<file path="src/rtl/life_engine_seq.sv">
// -----------------------------------------------------------------------------
// life_engine_seq
//   Game-of-Life engine for a 2^W_BITS x 2^H_BITS board. Each generation is
//   computed sequentially, one cell per clock, with the B3/S23 rule. Edges are
//   either toroidal or treated as dead. A generation starts on a single-step
//   pulse or when the frame-tick divider expires while run=1.
//
// Ports
//   clk, reset            clock and synchronous active-high reset
//   frame_tick            one pulse per video frame (drives the divider)
//   run                   free-run enable for the divider
//   step                  request exactly one generation
//   wrap                  1 = toroidal neighbourhood, 0 = off-board is dead
//   clear                 zero the board (IDLE only)
//   wr_en/wr_x/wr_y/wr_data  seed write port (IDLE only)
//   rd_x/rd_y/rd_cell     combinational read of the current board
//   busy                  high while a generation is being computed
//   gen_done              one-cycle pulse after each commit
//   gen_count             generations completed (wraps)
//   pop_count             live cells after the last commit
//   stable                last generation left the board unchanged
// -----------------------------------------------------------------------------
module life_engine_seq #(
  parameter int W_BITS         = 3,
  parameter int H_BITS         = 3,
  parameter int FRAMES_PER_GEN = 60,
  parameter int GEN_W          = 16
) (
  input  logic                     clk,
  input  logic                     reset,
  input  logic                     frame_tick,
  input  logic                     run,
  input  logic                     step,
  input  logic                     wrap,
  input  logic                     clear,
  input  logic                     wr_en,
  input  logic [W_BITS-1:0]        wr_x,
  input  logic [H_BITS-1:0]        wr_y,
  input  logic                     wr_data,
  input  logic [W_BITS-1:0]        rd_x,
  input  logic [H_BITS-1:0]        rd_y,
  output logic                     rd_cell,
  output logic                     busy,
  output logic                     gen_done,
  output logic [GEN_W-1:0]         gen_count,
  output logic [W_BITS+H_BITS:0]   pop_count,
  output logic                     stable
);

  localparam int IDX_W = W_BITS + H_BITS;
  localparam int SIZE  = 1 << IDX_W;
  localparam int POP_W = IDX_W + 1;
  localparam int FC_W  = (FRAMES_PER_GEN > 1) ? $clog2(FRAMES_PER_GEN) : 1;

  typedef enum logic [1:0] {IDLE, SCAN, COMMIT} state_t;

  state_t state_reg, state_next;

  logic [SIZE-1:0]   cur_reg;
  logic [SIZE-1:0]   nxt_reg;
  logic [IDX_W-1:0]  idx_reg;
  logic [POP_W-1:0]  acc_reg;
  logic              diff_reg;
  logic              wrap_reg;
  logic [FC_W-1:0]   frame_cnt_reg;
  logic              gen_done_reg;
  logic [GEN_W-1:0]  gen_count_reg;
  logic [POP_W-1:0]  pop_count_reg;
  logic              stable_reg;

  logic              frame_last;
  logic              tick_start;
  logic              start_gen;

  logic [W_BITS-1:0] cx;
  logic [H_BITS-1:0] cy;
  logic [8:0]        nb;
  logic [3:0]        nb_count;
  logic              cur_cell;
  logic              new_cell;

  assign frame_last = (frame_cnt_reg == FC_W'(FRAMES_PER_GEN - 1));
  assign tick_start = run & frame_tick & frame_last;

  assign cx = idx_reg[W_BITS-1:0];
  assign cy = idx_reg[IDX_W-1:W_BITS];

  // Neighbourhood taps, one per 3x3 position (centre excluded). Coordinate
  // arithmetic wraps naturally at the power-of-two board size; in non-wrap
  // mode the tap is masked whenever the step crosses an edge.
  genvar gi;
  generate
    for (gi = 0; gi < 9; gi++) begin : g_nb
      localparam int DX = (gi % 3) - 1;
      localparam int DY = (gi / 3) - 1;
      if (gi == 4) begin : g_centre
        assign nb[gi] = 1'b0;
      end else begin : g_tap
        logic [W_BITS-1:0] nx;
        logic [H_BITS-1:0] ny;
        logic              off;
        assign nx  = cx + W_BITS'(DX);
        assign ny  = cy + H_BITS'(DY);
        assign off = ((DX < 0) && (cx == '0)) || ((DX > 0) && (&cx)) ||
                     ((DY < 0) && (cy == '0)) || ((DY > 0) && (&cy));
        assign nb[gi] = cur_reg[{ny, nx}] & (wrap_reg | ~off);
      end
    end
  endgenerate

  always_comb begin
    nb_count = '0;
    for (int i = 0; i < 9; i++) begin
      nb_count = nb_count + {3'b000, nb[i]};
    end
  end

  assign cur_cell = cur_reg[idx_reg];
  assign new_cell = (nb_count == 4'd3) | (cur_cell & (nb_count == 4'd2));

  // State register
  always_ff @(posedge clk) begin
    if (reset) begin
      state_reg <= IDLE;
    end else begin
      state_reg <= state_next;
    end
  end

  // Next state; clear outranks a start request in IDLE
  always_comb begin
    state_next = state_reg;
    start_gen  = 1'b0;
    busy       = (state_reg != IDLE);
    case (state_reg)
      IDLE: begin
        if (!clear && (step || tick_start)) begin
          start_gen  = 1'b1;
          state_next = SCAN;
        end
      end
      SCAN: begin
        if (&idx_reg) begin
          state_next = COMMIT;
        end
      end
      COMMIT:  state_next = IDLE;
      default: state_next = IDLE;
    endcase
  end

  // Datapath
  always_ff @(posedge clk) begin
    if (reset) begin
      cur_reg       <= '0;
      nxt_reg       <= '0;
      idx_reg       <= '0;
      acc_reg       <= '0;
      diff_reg      <= 1'b0;
      wrap_reg      <= 1'b0;
      frame_cnt_reg <= '0;
      gen_done_reg  <= 1'b0;
      gen_count_reg <= '0;
      pop_count_reg <= '0;
      stable_reg    <= 1'b0;
    end else begin
      gen_done_reg <= (state_reg == COMMIT);

      // Divider keeps counting regardless of state; expiries while busy are lost
      if (run && frame_tick) begin
        frame_cnt_reg <= frame_last ? '0 : frame_cnt_reg + 1'b1;
      end

      case (state_reg)
        IDLE: begin
          if (clear) begin
            cur_reg       <= '0;
            pop_count_reg <= '0;
            stable_reg    <= 1'b0;
          end else if (start_gen) begin
            wrap_reg <= wrap;
            idx_reg  <= '0;
            acc_reg  <= '0;
            diff_reg <= 1'b0;
          end else if (wr_en) begin
            cur_reg[{wr_y, wr_x}] <= wr_data;
            stable_reg            <= 1'b0;
          end
        end
        SCAN: begin
          nxt_reg[idx_reg] <= new_cell;
          acc_reg          <= acc_reg + POP_W'(new_cell);
          diff_reg         <= diff_reg | (new_cell != cur_cell);
          idx_reg          <= idx_reg + 1'b1;
        end
        COMMIT: begin
          cur_reg       <= nxt_reg;
          pop_count_reg <= acc_reg;
          stable_reg    <= ~diff_reg;
          gen_count_reg <= gen_count_reg + 1'b1;
        end
        default: ;
      endcase
    end
  end

  assign rd_cell   = cur_reg[{rd_y, rd_x}];
  assign gen_done  = gen_done_reg;
  assign gen_count = gen_count_reg;
  assign pop_count = pop_count_reg;
  assign stable    = stable_reg;

endmodule

</file>
<file path="config.mk">
export PLATFORM = sky130hd
export DESIGN_NAME = life_engine_seq
export DESIGN_NICKNAME = d
export VERILOG_FILES = /design/src/rtl/life_engine_seq.sv
export SDC_FILE = /design/constraint.sdc
export NUM_CORES = 1
export LEC_CHECK = 0
export BUFFER_PORTS_ARGS = -buffer_cell sky130_fd_sc_hd__clkbuf_2
export CORE_MARGIN = 5
export CORE_UTILIZATION = 63
export CTS_CLUSTER_SIZE = 14
export DETAILED_ROUTE_END_ITERATION = 8
export HOLD_SLACK_MARGIN = 0.1
export PLACE_DENSITY = 0.82
export SETUP_SLACK_MARGIN = 0.05
export SLEW_MARGIN = 5
export SYNTH_ARGS = -nofsm -noshare
export SYNTH_HDL_FRONTEND = slang
export SYNTH_SLANG_ARGS = --single-unit
</file>
<file path="constraint.sdc">
create_clock -name clk -period 7.7 [get_ports clk]
set_input_delay 0.77 -clock clk [delete_from_list [all_inputs] [get_ports clk]]
set_output_delay 0.77 -clock clk [all_outputs]
set_load 0.03 [all_outputs]
</file>
==> metrics.md <==
| Metric | Value |
|---|---|
| Post-Syn Area | `approximately 0.011 mm²` |
| CTS tree | `built` |
| EDFF count, synth | `0` |
| CP required | `around 8.1 ns` |
| Crit-path most repeated cell | `fa_1` |
| Area of the core | `0.0173 mm²` |
| Clk_lat worst skew | `approximately 0.44 ns` |
| Worst hold path class | `flop to flop` |
| CTS root buffer | `clkbuf_16` |
| CTS resizes | `0` |
| Crit path max fanout | `65` |
| Sw frac | `0.257` |
| Placer Congestion | `slightly below 1` |
| TritonCTS buffer count | `17` |
| Cell area power density | `between 150 and 200 mW/mm²` |
| Arrival time worst endpoint | `a little over 7 ns` |
| Startpoint types | `flop` |
| Share of layout cells above drive strength 1 | `0.134` |
| Clock share of power | `0.453` |
| Clock sink count | `176` |
| Sequential area share after synthesis | `0.316` |
| Setup Skew | `0.00808 ns` |
| Port Buffers | `47` |
| Area Growth Syn to Fin | `6.61%` |
| First-pass GRT wire length | `53100 µm` |
| Htree depth | `4` |
| Fmax | `around 150 MHz` |
| WL per Instance | `21.7 µm` |
| Largest net degree at the start of global routing | `roughly 130` |
| Syn avg cell area | `~8.4 µm²` |
| Number of global-route vias before repair | `about 10000` |
| Min Tclk post-route | `around 6.7 ns` |
| Initial core utilization | `0.644` |
| I/O pins | `48` |
| DP Wirelength | `about 21000 µm` |
| Area leader, netlist | `dfxtp_1` |
| Top_reg_cell synth | `dfxtp_1` |
| Routed vias | `about 10000` |
| TNS Setup | `0 ns` |
| Grt ovf | `0` |
| Iter 0 DRT Violations | `about 1700` |
| Die ar. | `slightly above 0.02 mm²` |
| Hold-fix buffers, CTS | `0` |
| Flops & latches, synth | `~180` |
| DRC Markers | `0` |
| Number of diodes | `0` |
| Slowest CP cell | `dfxtp_4` |
| Worst Tran Pin Value | `roughly 1.3 ns` |
| Top-count cell post-synth | `nor2_1` |
| DR vias/cell | `6.90` |
| Peak supply drop | `0.000162 V` |
| GRT Util Overall | `0.326` |
| Post-CTS setup buffers | `0` |
| Post-synth top area share | `0.316` |
| DR pass1 iterations | `6` |
| Placed Area | `approximately 0.011 mm²` |
| Site Rows | `48` |
| Total power | `between 1.5 and 2 mW` |
| Final ANT Viol Nets | `0` |
| Synth Instances | `between 1000 and 1500` |
| Wirelength, routed | `between 30000 and 40000 µm` |
| FFs w/ async S/R, synth | `0` |
| Final Hold Vio Count | `0` |
| Pint | `between 1 and 1.5 mW` |
| Final setup vio count | `0` |
| Period utilization | `0.870` |
| Max-cap violations | `0` |
| Unique masters post-synth | `just under 60` |
| Critical path cell sequence | `inv_1 -> ha_1 -> xnor2_2 -> mux4_2 -> nor2_1 -> a21oi_1 -> mux4_2 -> nand2_1 -> fa_1 -> fa_1 -> inv_1 -> fa_1 -> ha_1 -> fa_1 -> and3_1 -> o21ai_4 -> buf_4 -> nor3b_1 -> o31ai_1 -> o211ai_1` |
| Hold depth | `2` |
| Final Slew Violations | `0` |
| Reg-to-Reg Start | `idx_reg[0]` |
| Worst Hold Launch | `nxt_reg[21]` |
| Net Count, Synth | `1359` |
| Sequential power share | `0.465` |
| Clock slew at reported path FFs | `0.07 ns` |
| Die height | `143 µm` |
| WHS Endpoint | `nxt_reg[21]` |
| Initial antenna violation count | `0` |
| Comb pwr share | `0.082` |
| P_leak | `4.21 nW` |
| Max_slew headroom | `0.114` |
| RSZ-0062 raised after global routing | `no` |
| Width of the die | `about 140 µm` |
| Final core utilization | `0.686` |
| Synth warnings | `0` |
| R2r worst-path depth | `20` |
| CP Capture Type | `flop` |
| Worst Setup Path Type | `flop to flop` |
| Critical R2R Capture | `diff_reg` |
| Final net count | `approximately 1300` |
| Sw power | `approximately 500 µW` |
| Maximum clock insertion buffer count | `2` |
| Synth top area cells | `dfxtp_1 32%, mux2i_1 10%, mux4_2 10%` |
| Flop-to-flop setup slack | `around 1 ns` |
| Outcome | `complete, no violations` |
| Post-synth top cells | `179 x nor2_1, 176 x dfxtp_1, 168 x nand2_1, 143 x o21ai_0, 114 x mux2i_1` |
| Fin area | `about 0.012 mm²` |
| Max incr delay on CP | `0.64 ns` |
## layout make-up
type,instances,area (µm²)
Sequential cell,176,3530
Clock inverter,12,149
Timing Repair Buffer,58,324
Inverter,15,56.3
Clock buffer,20,457
Multi-Input combinational cell,1007,7070
Fill cell,1339,5430
Tap cell,225,282
## layout by cell type, fill, tap and decap left out, types with 3 or more instances in the layout
| cell type | Yosys | layout |
|---|---|---|
| or3b_2 | 5 | 5 |
| mux4_2 | 50 | 50 |
| o21ai_1 | 4 | 4 |
| buf_4 | 1 | 11 |
| o41ai_1 | 64 | 64 |
| fa_1 | 4 | 4 |
| clkinv_4 | 0 | 4 |
| clkbuf_2 | 0 | 46 |
| dfxtp_1 | 176 | 175 |
| nand2_1 | 168 | 168 |
| o22ai_1 | 5 | 5 |
| mux2_1 | 8 | 8 |
| xnor2_1 | 8 | 8 |
| inv_2 | 3 | 3 |
| nor2b_1 | 10 | 9 |
| and3_1 | 7 | 7 |
| nand3_1 | 27 | 27 |
| nand3b_1 | 71 | 71 |
| nand2b_1 | 4 | 4 |
| a22oi_1 | 13 | 13 |
| xor2_1 | 14 | 14 |
| inv_1 | 11 | 11 |
| or2_2 | 10 | 10 |
| nor3_1 | 10 | 7 |
| inv_6 | 0 | 3 |
| o21ai_0 | 143 | 142 |
| mux2i_1 | 114 | 114 |
| mux2_2 | 4 | 4 |
| nor3_2 | 0 | 3 |
| a21oi_1 | 24 | 24 |
| nand4_1 | 5 | 5 |
| nor2_1 | 179 | 179 |
| clkbuf_16 | 0 | 17 |
| ha_1 | 15 | 15 |
| or3_1 | 11 | 11 |
## critical path, delay by kind of cell (launching register included)
kind / cells / cell delay, ns
mux: 2 / 1.13
buf+inv: 3 / 0.86
compound gates: 4 / 0.45
flops: 1 / 0.64
fa+ha+maj: 6 / 2.32
simple gates: 4 / 0.67
xor+xnor: 1 / 0.54
## how the worst max path moves through the flow
| stage | from | end | slack [ns] | depth (start not counted) |
|---|---|---|---|---|
| after global routing | idx_reg[0] | diff_reg | 0.54 | 20 |
| after detailed placement | idx_reg[0] | diff_reg | 0.94 | 20 |
| final | idx_reg[0] | diff_reg | 1.0 | 20 |
| after global placement | idx_reg[0] | acc_reg[4] | 1.05 | 23 |
| after floorplan | idx_reg[1] | acc_reg[4] | 1.07 | 26 |
| after CTS | idx_reg[0] | diff_reg | 0.94 | 20 |
## power groups by stage
stage / Sequential, mW / Clock [mW] / Combinational, mW
4_1_cts: 0.919 / 0.899 / 0.157
5_1_grt: 0.920 / 0.936 / 0.171
2_1_floorplan: 0.934 / 0 / 0.127
3_3_place_gp: 0.940 / 0 / 0.153
3_5_place_dp: 0.940 / 0 / 0.156
6_report: 0.920 / 0.896 / 0.161
## stage by stage
step | setup WS [ns] | instances | hold slack [ns]
2_1_floorplan | 1.07 | 1319 | 0.454
3_3_place_gp | 1.05 | 1481 | 0.467
3_5_place_dp | 0.943 | 1481 | 0.469
4_1_cts | 0.936 | 1513 | 0.490
5_1_grt | 0.540 | 1513 | 0.503
6_report | 0.997 | 1513 | 0.489
## cells by family (layout without fill, tap and decap cells)
group / Yosys count / count (layout) / synth area share
xor gates and xnor gates: 23 / 23 / 0.0188
AOI/OAI and AO/OA: 267 / 267 / 0.149
adders and majority gates: 19 / 19 / 0.0241
buffers and inverters: 136 / 105 / 0.0528
DFF: 176 / 176 / 0.316
muxes: 177 / 177 / 0.217
and+or+nand+nor: 521 / 521 / 0.222
## routing by layer
layer | up-vias | track usage | share of wire
met3 | 99 | 0.0780 | 0.11
met4 | 0 | 0.121 | 0.031
met5 | - | 0 | 0
li1 | 4674 | - | -
met2 | 664 | 0.504 | 0.46
met1 | 4999 | 0.446 | 0.40
Power figures use the tool's default switching activity.
